File: config.mk
export PLATFORM = sky130hd
export DESIGN_NAME = stack_core_controller
export DESIGN_NICKNAME = d
export VERILOG_FILES = /design/src/rtl/stack_core_controller.sv
export SDC_FILE = /design/constraint.sdc
export NUM_CORES = 1
export LEC_CHECK = 0
export ABC_CLOCK_PERIOD_IN_PS = 10050
export CAP_MARGIN = 20
export CORE_ASPECT_RATIO = 1.5
export CORE_UTILIZATION = 45
export CTS_CLUSTER_SIZE = 16
export DETAILED_ROUTE_END_ITERATION = 7
export PLACE_DENSITY = 0.65
export SYNTH_ARGS = -nofsm -noshare
export SYNTH_HDL_FRONTEND = slang
export SYNTH_SLANG_ARGS = --single-unit
File: constraint.sdc
create_clock -name clk -period 10.05 [get_ports clk]
set_input_delay 2.5125 -clock clk [delete_from_list [all_inputs] [get_ports clk]]
set_output_delay 2.5125 -clock clk [all_outputs]
set_load 0.01 [all_outputs]
File: src/rtl/stack_core_controller.sv
// stack_core_controller
//
// Fetch/execute engine for the 8-bit stack machine. Sequences a FETCH / DECODE / MEM / STOP
// state machine over a shared 32x8 instruction/data memory. The core owns the program counter,
// the instruction register, the operand stack and the ALU.
//
// Ports:
//   clk        rising-edge clock
//   rst        asynchronous, active-high reset
//   mem_rdata  combinational read data for mem_addr while mem_rd=1
//   mem_addr   memory address (pc unless the MEM state targets operand A)
//   mem_rd     read strobe (FETCH, and MEM for PUSH)
//   mem_wr     write strobe (MEM for POP); the memory writes on the same rising edge
//   mem_wdata  write data (always the top of stack)
//   halted     core stopped, by HALT or by a stack fault
//   err        stack overflow/underflow fault
//   pc         current program counter
//   sp         number of valid stack entries
//   tos        top of stack, 0 when the stack is empty
module stack_core_controller #(
    parameter int unsigned DEPTH = 8,
    parameter int unsigned SPW   = 4
) (
    input  logic           clk,
    input  logic           rst,
    input  logic [7:0]     mem_rdata,
    output logic [4:0]     mem_addr,
    output logic           mem_rd,
    output logic           mem_wr,
    output logic [7:0]     mem_wdata,
    output logic           halted,
    output logic           err,
    output logic [4:0]     pc,
    output logic [SPW-1:0] sp,
    output logic [7:0]     tos
);

    // Storage is sized to the full pointer range so every sp-derived index is in bounds;
    // entries at or above DEPTH are never written because overflow is trapped in DECODE.
    localparam int unsigned    Entries = 2 ** SPW;
    localparam logic [SPW-1:0] SpFull  = SPW'(DEPTH);
    localparam logic [SPW-1:0] SpOne   = SPW'(1);
    localparam logic [SPW-1:0] SpTwo   = SPW'(2);

    localparam logic [2:0] OpAdd  = 3'b000;
    localparam logic [2:0] OpSub  = 3'b001;
    localparam logic [2:0] OpAnd  = 3'b010;
    localparam logic [2:0] OpHalt = 3'b011;
    localparam logic [2:0] OpPush = 3'b100;
    localparam logic [2:0] OpPop  = 3'b101;
    localparam logic [2:0] OpJmp  = 3'b110;
    localparam logic [2:0] OpJz   = 3'b111;

    typedef enum logic [1:0] {
        StFetch,
        StDecode,
        StMem,
        StStop
    } state_e;

    state_e         state_q, state_d;
    logic [4:0]     pc_q, pc_d;
    logic [7:0]     ir_q, ir_d;
    logic [SPW-1:0] sp_q, sp_d;
    logic           halted_q, halted_d;
    logic           err_q, err_d;
    logic [7:0]     stack_q [Entries];

    logic           stk_we;
    logic [SPW-1:0] stk_waddr;
    logic [7:0]     stk_wdata;

    logic [2:0]     opcode;
    logic [4:0]     opa;
    logic [SPW-1:0] sp_m1, sp_m2;
    logic [7:0]     tos_val, nos_val, alu_res;

    assign opcode = ir_q[7:5];
    assign opa    = ir_q[4:0];
    assign sp_m1  = sp_q - SpOne;
    assign sp_m2  = sp_q - SpTwo;

    assign tos_val = (sp_q == '0) ? 8'h00 : stack_q[sp_m1];
    assign nos_val = stack_q[sp_m2];

    // a is the deeper entry (nos), b the top (tos); results wrap mod 256.
    always_comb begin
        alu_res = 8'h00;
        unique case (opcode)
            OpAdd:   alu_res = nos_val + tos_val;
            OpSub:   alu_res = nos_val - tos_val;
            OpAnd:   alu_res = nos_val & tos_val;
            default: alu_res = 8'h00;
        endcase
    end

    always_comb begin
        state_d   = state_q;
        pc_d      = pc_q;
        ir_d      = ir_q;
        sp_d      = sp_q;
        halted_d  = halted_q;
        err_d     = err_q;
        stk_we    = 1'b0;
        stk_waddr = sp_q;
        stk_wdata = mem_rdata;

        unique case (state_q)
            StFetch: begin
                ir_d    = mem_rdata;
                pc_d    = pc_q + 5'd1;
                state_d = StDecode;
            end
            StDecode: begin
                // Fault checks precede any state change, so a faulting instruction leaves
                // sp, the stack and pc exactly as FETCH left them.
                unique case (opcode)
                    OpAdd, OpSub, OpAnd: begin
                        if (sp_q < SpTwo) begin
                            err_d    = 1'b1;
                            halted_d = 1'b1;
                            state_d  = StStop;
                        end else begin
                            stk_we    = 1'b1;
                            stk_waddr = sp_m2;
                            stk_wdata = alu_res;
                            sp_d      = sp_m1;
                            state_d   = StFetch;
                        end
                    end
                    OpHalt: begin
                        halted_d = 1'b1;
                        state_d  = StStop;
                    end
                    OpPush: begin
                        if (sp_q == SpFull) begin
                            err_d    = 1'b1;
                            halted_d = 1'b1;
                            state_d  = StStop;
                        end else begin
                            state_d = StMem;
                        end
                    end
                    OpPop: begin
                        if (sp_q == '0) begin
                            err_d    = 1'b1;
                            halted_d = 1'b1;
                            state_d  = StStop;
                        end else begin
                            state_d = StMem;
                        end
                    end
                    OpJmp: begin
                        pc_d    = opa;
                        state_d = StFetch;
                    end
                    OpJz: begin
                        if (sp_q == '0) begin
                            err_d    = 1'b1;
                            halted_d = 1'b1;
                            state_d  = StStop;
                        end else begin
                            sp_d = sp_m1;
                            if (tos_val == 8'h00) begin
                                pc_d = opa;
                            end
                            state_d = StFetch;
                        end
                    end
                endcase
            end
            StMem: begin
                // Only PUSH and POP reach MEM.
                if (opcode == OpPush) begin
                    stk_we    = 1'b1;
                    stk_waddr = sp_q;
                    stk_wdata = mem_rdata;
                    sp_d      = sp_q + SpOne;
                end else begin
                    sp_d = sp_m1;
                end
                state_d = StFetch;
            end
            StStop: begin
                state_d = StStop;
            end
        endcase
    end

    // Strobes decode from the state register, so an asynchronous reset drops a pending write
    // before its edge arrives.
    always_comb begin
        mem_addr  = pc_q;
        mem_rd    = 1'b0;
        mem_wr    = 1'b0;
        mem_wdata = tos_val;
        unique case (state_q)
            StFetch: mem_rd = 1'b1;
            StMem: begin
                mem_addr = opa;
                if (opcode == OpPush) begin
                    mem_rd = 1'b1;
                end else begin
                    mem_wr = 1'b1;
                end
            end
            StDecode, StStop: begin
                mem_rd = 1'b0;
            end
        endcase
    end

    always_ff @(posedge clk or posedge rst) begin
        if (rst) begin
            state_q  <= StFetch;
            pc_q     <= 5'd0;
            ir_q     <= 8'h00;
            sp_q     <= '0;
            halted_q <= 1'b0;
            err_q    <= 1'b0;
        end else begin
            state_q  <= state_d;
            pc_q     <= pc_d;
            ir_q     <= ir_d;
            sp_q     <= sp_d;
            halted_q <= halted_d;
            err_q    <= err_d;
        end
    end

    // Stack contents are don't-care after reset, so no reset term here.
    always_ff @(posedge clk) begin
        if (stk_we) begin
            stack_q[stk_waddr] <= stk_wdata;
        end
    end

    assign halted = halted_q;
    assign err    = err_q;
    assign pc     = pc_q;
    assign sp     = sp_q;
    assign tos    = tos_val;

endmodule
==> run summary <==
For this design, the sink count on the clock tree is 149. The via count of the first global-routing pass was 5270; the maximum fanout along the worst path was 45. The path with the worst hold slack has its endpoint at halted. The number of antenna violations at the first check in global routing was 0. The total half-perimeter wirelength after legalization and detailed placement was 14.5 mm. After the first detailed-routing iteration, the DRC count stood at 449. The startpoint of the lowest-slack hold path is halted. The most common flop cell mapped by yosys is sky130_fd_sc_hd__edfxtp_1. Setup repair after global routing left no endpoint under its margin.

Critical path class: reg2out. The floorplan step set the die height to 168 microns. For the die footprint, the log shows 19000 sq um.

The critical path goes through inv_1 > ha_1 > buf_4 > mux4_2 > mux2i_1 > a32oi_1 > clkdlybuf4s50_1. The sequential share of the synthesized area was 52.5%; the length in cells of the worst reg-to-reg path was 21. The cell family with the largest share of critical-path delay was buffers and inverters.

The detail route stage leaves a number of antenna-violating nets equal to 0. The endpoint of the worst-slack reg-to-reg timing path was stack_q[8][7]. From synthesis to final layout, the design area changed by 13.2%. The clock tree skew after final layout is 0.0203 ns. The total negative slack came out at 0 ns.

The number of buffers added by the clock tree synthesis step was 17. The run gives 0 as the final setup violation count. The run gives 0.478 ns as the worst hold margin. 44 I/O pins were placed.

The critical path contains buffers and inverters numbering 3 combined. In the synthesized netlist the async set-or-reset flop fraction comes to 14.1%. For the wire length reported by the detailed router, the log shows 20.2 mm. The critical path starts at sp[0]. The run gives 0 as the number of pins exceeding their max-slew limit in the final report. Global routing finished with a remaining overflow of 0. TritonCTS built the clock tree. The master of the slowest instance on the critical path is sky130_fd_sc_hd__dfrtp_4. CTS built an H-tree with a depth of 4. The final hold violation count came out at 0. The tools report the origin of the critical flop-to-flop path as sp[0]. The run gives 559 as the number of standard cells after synthesis.

The transition time at the pin with the least slew margin was 1.07 ns; the detailed-route via count was 5167. In this run, post-CTS hold repair placed 0 buffers. After filler insertion, the fill cell instance count of the layout stands at 1509. The min-delay analysis places its worst path in the category reg2reg. Max-cap violations in this run came to 0. The share of post-route cells with drive strength above 1 is 20.8%, and the register bit count reported by yosys is 149. Buffers placed on the I/O ports in this run total 43.

In this run the standard cell core region covers 18000 sq um. Kind of start point of the critical path: a flip-flop. The final period demand of the worst path is 6.73 ns. For the worst setup path, the data required time is 7.54 ns. The count of cells along the worst hold path is 1, and the remaining routing DRC violations is 0.

After routing the design area is 9420 sq um. The area of placed instances is 8800 sq um. After synthesis, the mean cell area works out to 14.9 sq um. First-pass GRT wire length: 30.9 mm. The first detailed-routing pass took 5 iterations. The tools report the largest net degree at the start of global routing as 46. The number of warnings reported in the yosys synthesis log came out at 0. The clock root buffer was sky130_fd_sc_hd__clkbuf_16.

The repair_antennas step left the layout with diodes totalling 0. The logs give 61 for the unique cell type count in the Yosys netlist and 46.2% for the starting utilization of the core area. For the worst setup path, the data arrival time is 4.21 ns. The number of enable flip-flop cells after synthesis is 128, and the number of setup buffers added after CTS is 0.

The chip width was 113 microns; the clock-pin transition on the worst setup and hold timing paths was 0.07 ns. The logs give 624 for the number of nets in the finished design and 28.1% for the worst max-slew margin expressed relative to the limit. The count of standard-cell rows was 60; the worst-case register-to-register setup slack was 3.71 ns. The clock insertion delay at the later pin of the skew report is 0.43 ns. For the number of buffers between clock root and the deepest sink, the log shows 2. The run finished with clean final reports. The synthesized netlist occupies a cell area of 8320 sq um. Routability-driven placement finished with a final weighted congestion of 0.909. In this run, post-CTS repair resized a total of 0 instances.

The net count after synthesis came out at 590. The kind of end point of the critical path was a primary output. At the end of the flow the core is filled with cells to 52.3%.

The run gives 149 MHz as the maximum achievable frequency. After detailed routing, the average wire length per cell comes to 24.5 microns. The delay of the slowest cell on the worst path is 0.94 ns, and the aggregate global-route resource usage is 22.4%. In the routed layout, each cell is associated on average with a via count of 6.28. The final worst-path cycle share works out to 66.9%.
==> worst register-to-register path: stages, from the launching register on <==
cell and delay (ns):
sky130_fd_sc_hd__dfrtp_4 0.94, sky130_fd_sc_hd__inv_1 0.30, sky130_fd_sc_hd__ha_1 0.53, sky130_fd_sc_hd__buf_4 0.41
sky130_fd_sc_hd__mux4_2 0.29, sky130_fd_sc_hd__mux2i_1 0.08, sky130_fd_sc_hd__a32oi_1 0.48, sky130_fd_sc_hd__inv_1 0.10
sky130_fd_sc_hd__ha_1 0.21, sky130_fd_sc_hd__nor2b_1 0.17, sky130_fd_sc_hd__nor2b_1 0.16, sky130_fd_sc_hd__or2_1 0.23
sky130_fd_sc_hd__xor2_1 0.14, sky130_fd_sc_hd__ha_1 0.33, sky130_fd_sc_hd__o21ai_0 0.08, sky130_fd_sc_hd__a21oi_1 0.08
sky130_fd_sc_hd__o41ai_1 0.39, sky130_fd_sc_hd__xnor3_1 0.41, sky130_fd_sc_hd__nor4b_2 0.17, sky130_fd_sc_hd__mux2i_1 0.15
sky130_fd_sc_hd__o211ai_1 0.18, sky130_fd_sc_hd__buf_4 0.24
==> cell usage in the layout (no fill, tap or decap), types with 19 or more instances in the layout <==
cell type / n
sky130_fd_sc_hd__nand2_1: 40
sky130_fd_sc_hd__mux4_2: 45
sky130_fd_sc_hd__mux2i_1: 27
sky130_fd_sc_hd__clkdlybuf4s50_1: 43
sky130_fd_sc_hd__edfxtp_1: 128
sky130_fd_sc_hd__dfrtp_1: 20
sky130_fd_sc_hd__a21oi_1: 23
sky130_fd_sc_hd__mux2_2: 19
sky130_fd_sc_hd__ha_1: 20
sky130_fd_sc_hd__nor2_1: 34
==> state kept, by name, summed over array words and instances (netlist names) <==
register  count
ir_q          8
sp            4
halted        1
pc            5
err           1
stack_q     128
state_q       2
==> cells in the mapped netlist (7+ instances only) <==
cell type / instances / area share [%]
sky130_fd_sc_hd__inv_1: 15 / 0.68
sky130_fd_sc_hd__xnor2_1: 13 / 1.4
sky130_fd_sc_hd__buf_6: 11 / 1.5
sky130_fd_sc_hd__a32oi_1: 8 / 0.84
sky130_fd_sc_hd__buf_4: 13 / 1.2
sky130_fd_sc_hd__mux4_1: 17 / 5.4
sky130_fd_sc_hd__nand2_1: 40 / 1.8
sky130_fd_sc_hd__a21oi_1: 23 / 1.4
sky130_fd_sc_hd__clkbuf_1: 10 / 0.45
sky130_fd_sc_hd__mux2_2: 19 / 2.6
sky130_fd_sc_hd__edfxtp_1: 128 / 46
sky130_fd_sc_hd__nor2b_1: 7 / 0.53
sky130_fd_sc_hd__mux4_2: 45 / 12
sky130_fd_sc_hd__ha_1: 20 / 3.0
sky130_fd_sc_hd__o21ai_0: 19 / 1.1
sky130_fd_sc_hd__nor2_1: 34 / 1.5
sky130_fd_sc_hd__dfrtp_1: 21 / 6.3
sky130_fd_sc_hd__nand3_1: 11 / 0.66
sky130_fd_sc_hd__mux2i_1: 27 / 3.3
==> kinds of logic after synthesis <==
kind of cell | after synthesis | share of synthesized area, %
muxes | 108 | 23.4
DFF | 149 | 52.5
xor gates and xnor gates | 19 | 2.39
buffers and inverters | 56 | 4.44
adders and majority gates | 21 | 3.25
and+or+nand+nor | 120 | 6.80
AOI/OAI and AO/OA | 86 | 7.19
==> how the worst max path moves through the flow <==
stage,to,cells after the start
after CTS,tos[5],7
after floorplan,stack_q[0][7],26
after global routing,mem_wdata[5],7
after global placement,stack_q[10][7],20
final,tos[5],7
after detailed placement,stack_q[8][7],20
==> through the flow <==
stage | cells | worst slack [ns]
4_1_cts | 821 | 3.28
2_1_floorplan | 559 | 4.29
3_5_place_dp | 789 | 3.40
3_3_place_gp | 789 | 3.67
6_report | 823 | 3.32
5_1_grt | 823 | 3.09
==> layer usage <==
metal / vias to the layer above / global-route usage [%] / share of wire [%]
li1: 2284 / - / -
met1: 2635 / 25.2 / 37
met2: 198 / 41.1 / 55
met3: 50 / 4.05 / 4.3
met4: 0 / 10.1 / 3.5
met5: - / 0 / 0
==> layout make-up <==
cell class | count | area (sq um) | area share (%)
clock inverter | 15 | 176 | 1.87
sequential | 149 | 4370 | 46.4
tap | 217 | 272 | 2.88
multi-input combinational | 354 | 3580 | 38.1
inverter | 15 | 56.3 | 0.598
clock buffer | 17 | 425 | 4.52
timing repair buffer | 56 | 528 | 5.61
Power is not shown: default switching activity piles up to over one toggle a cycle in this logic, so the estimate is an artifact.
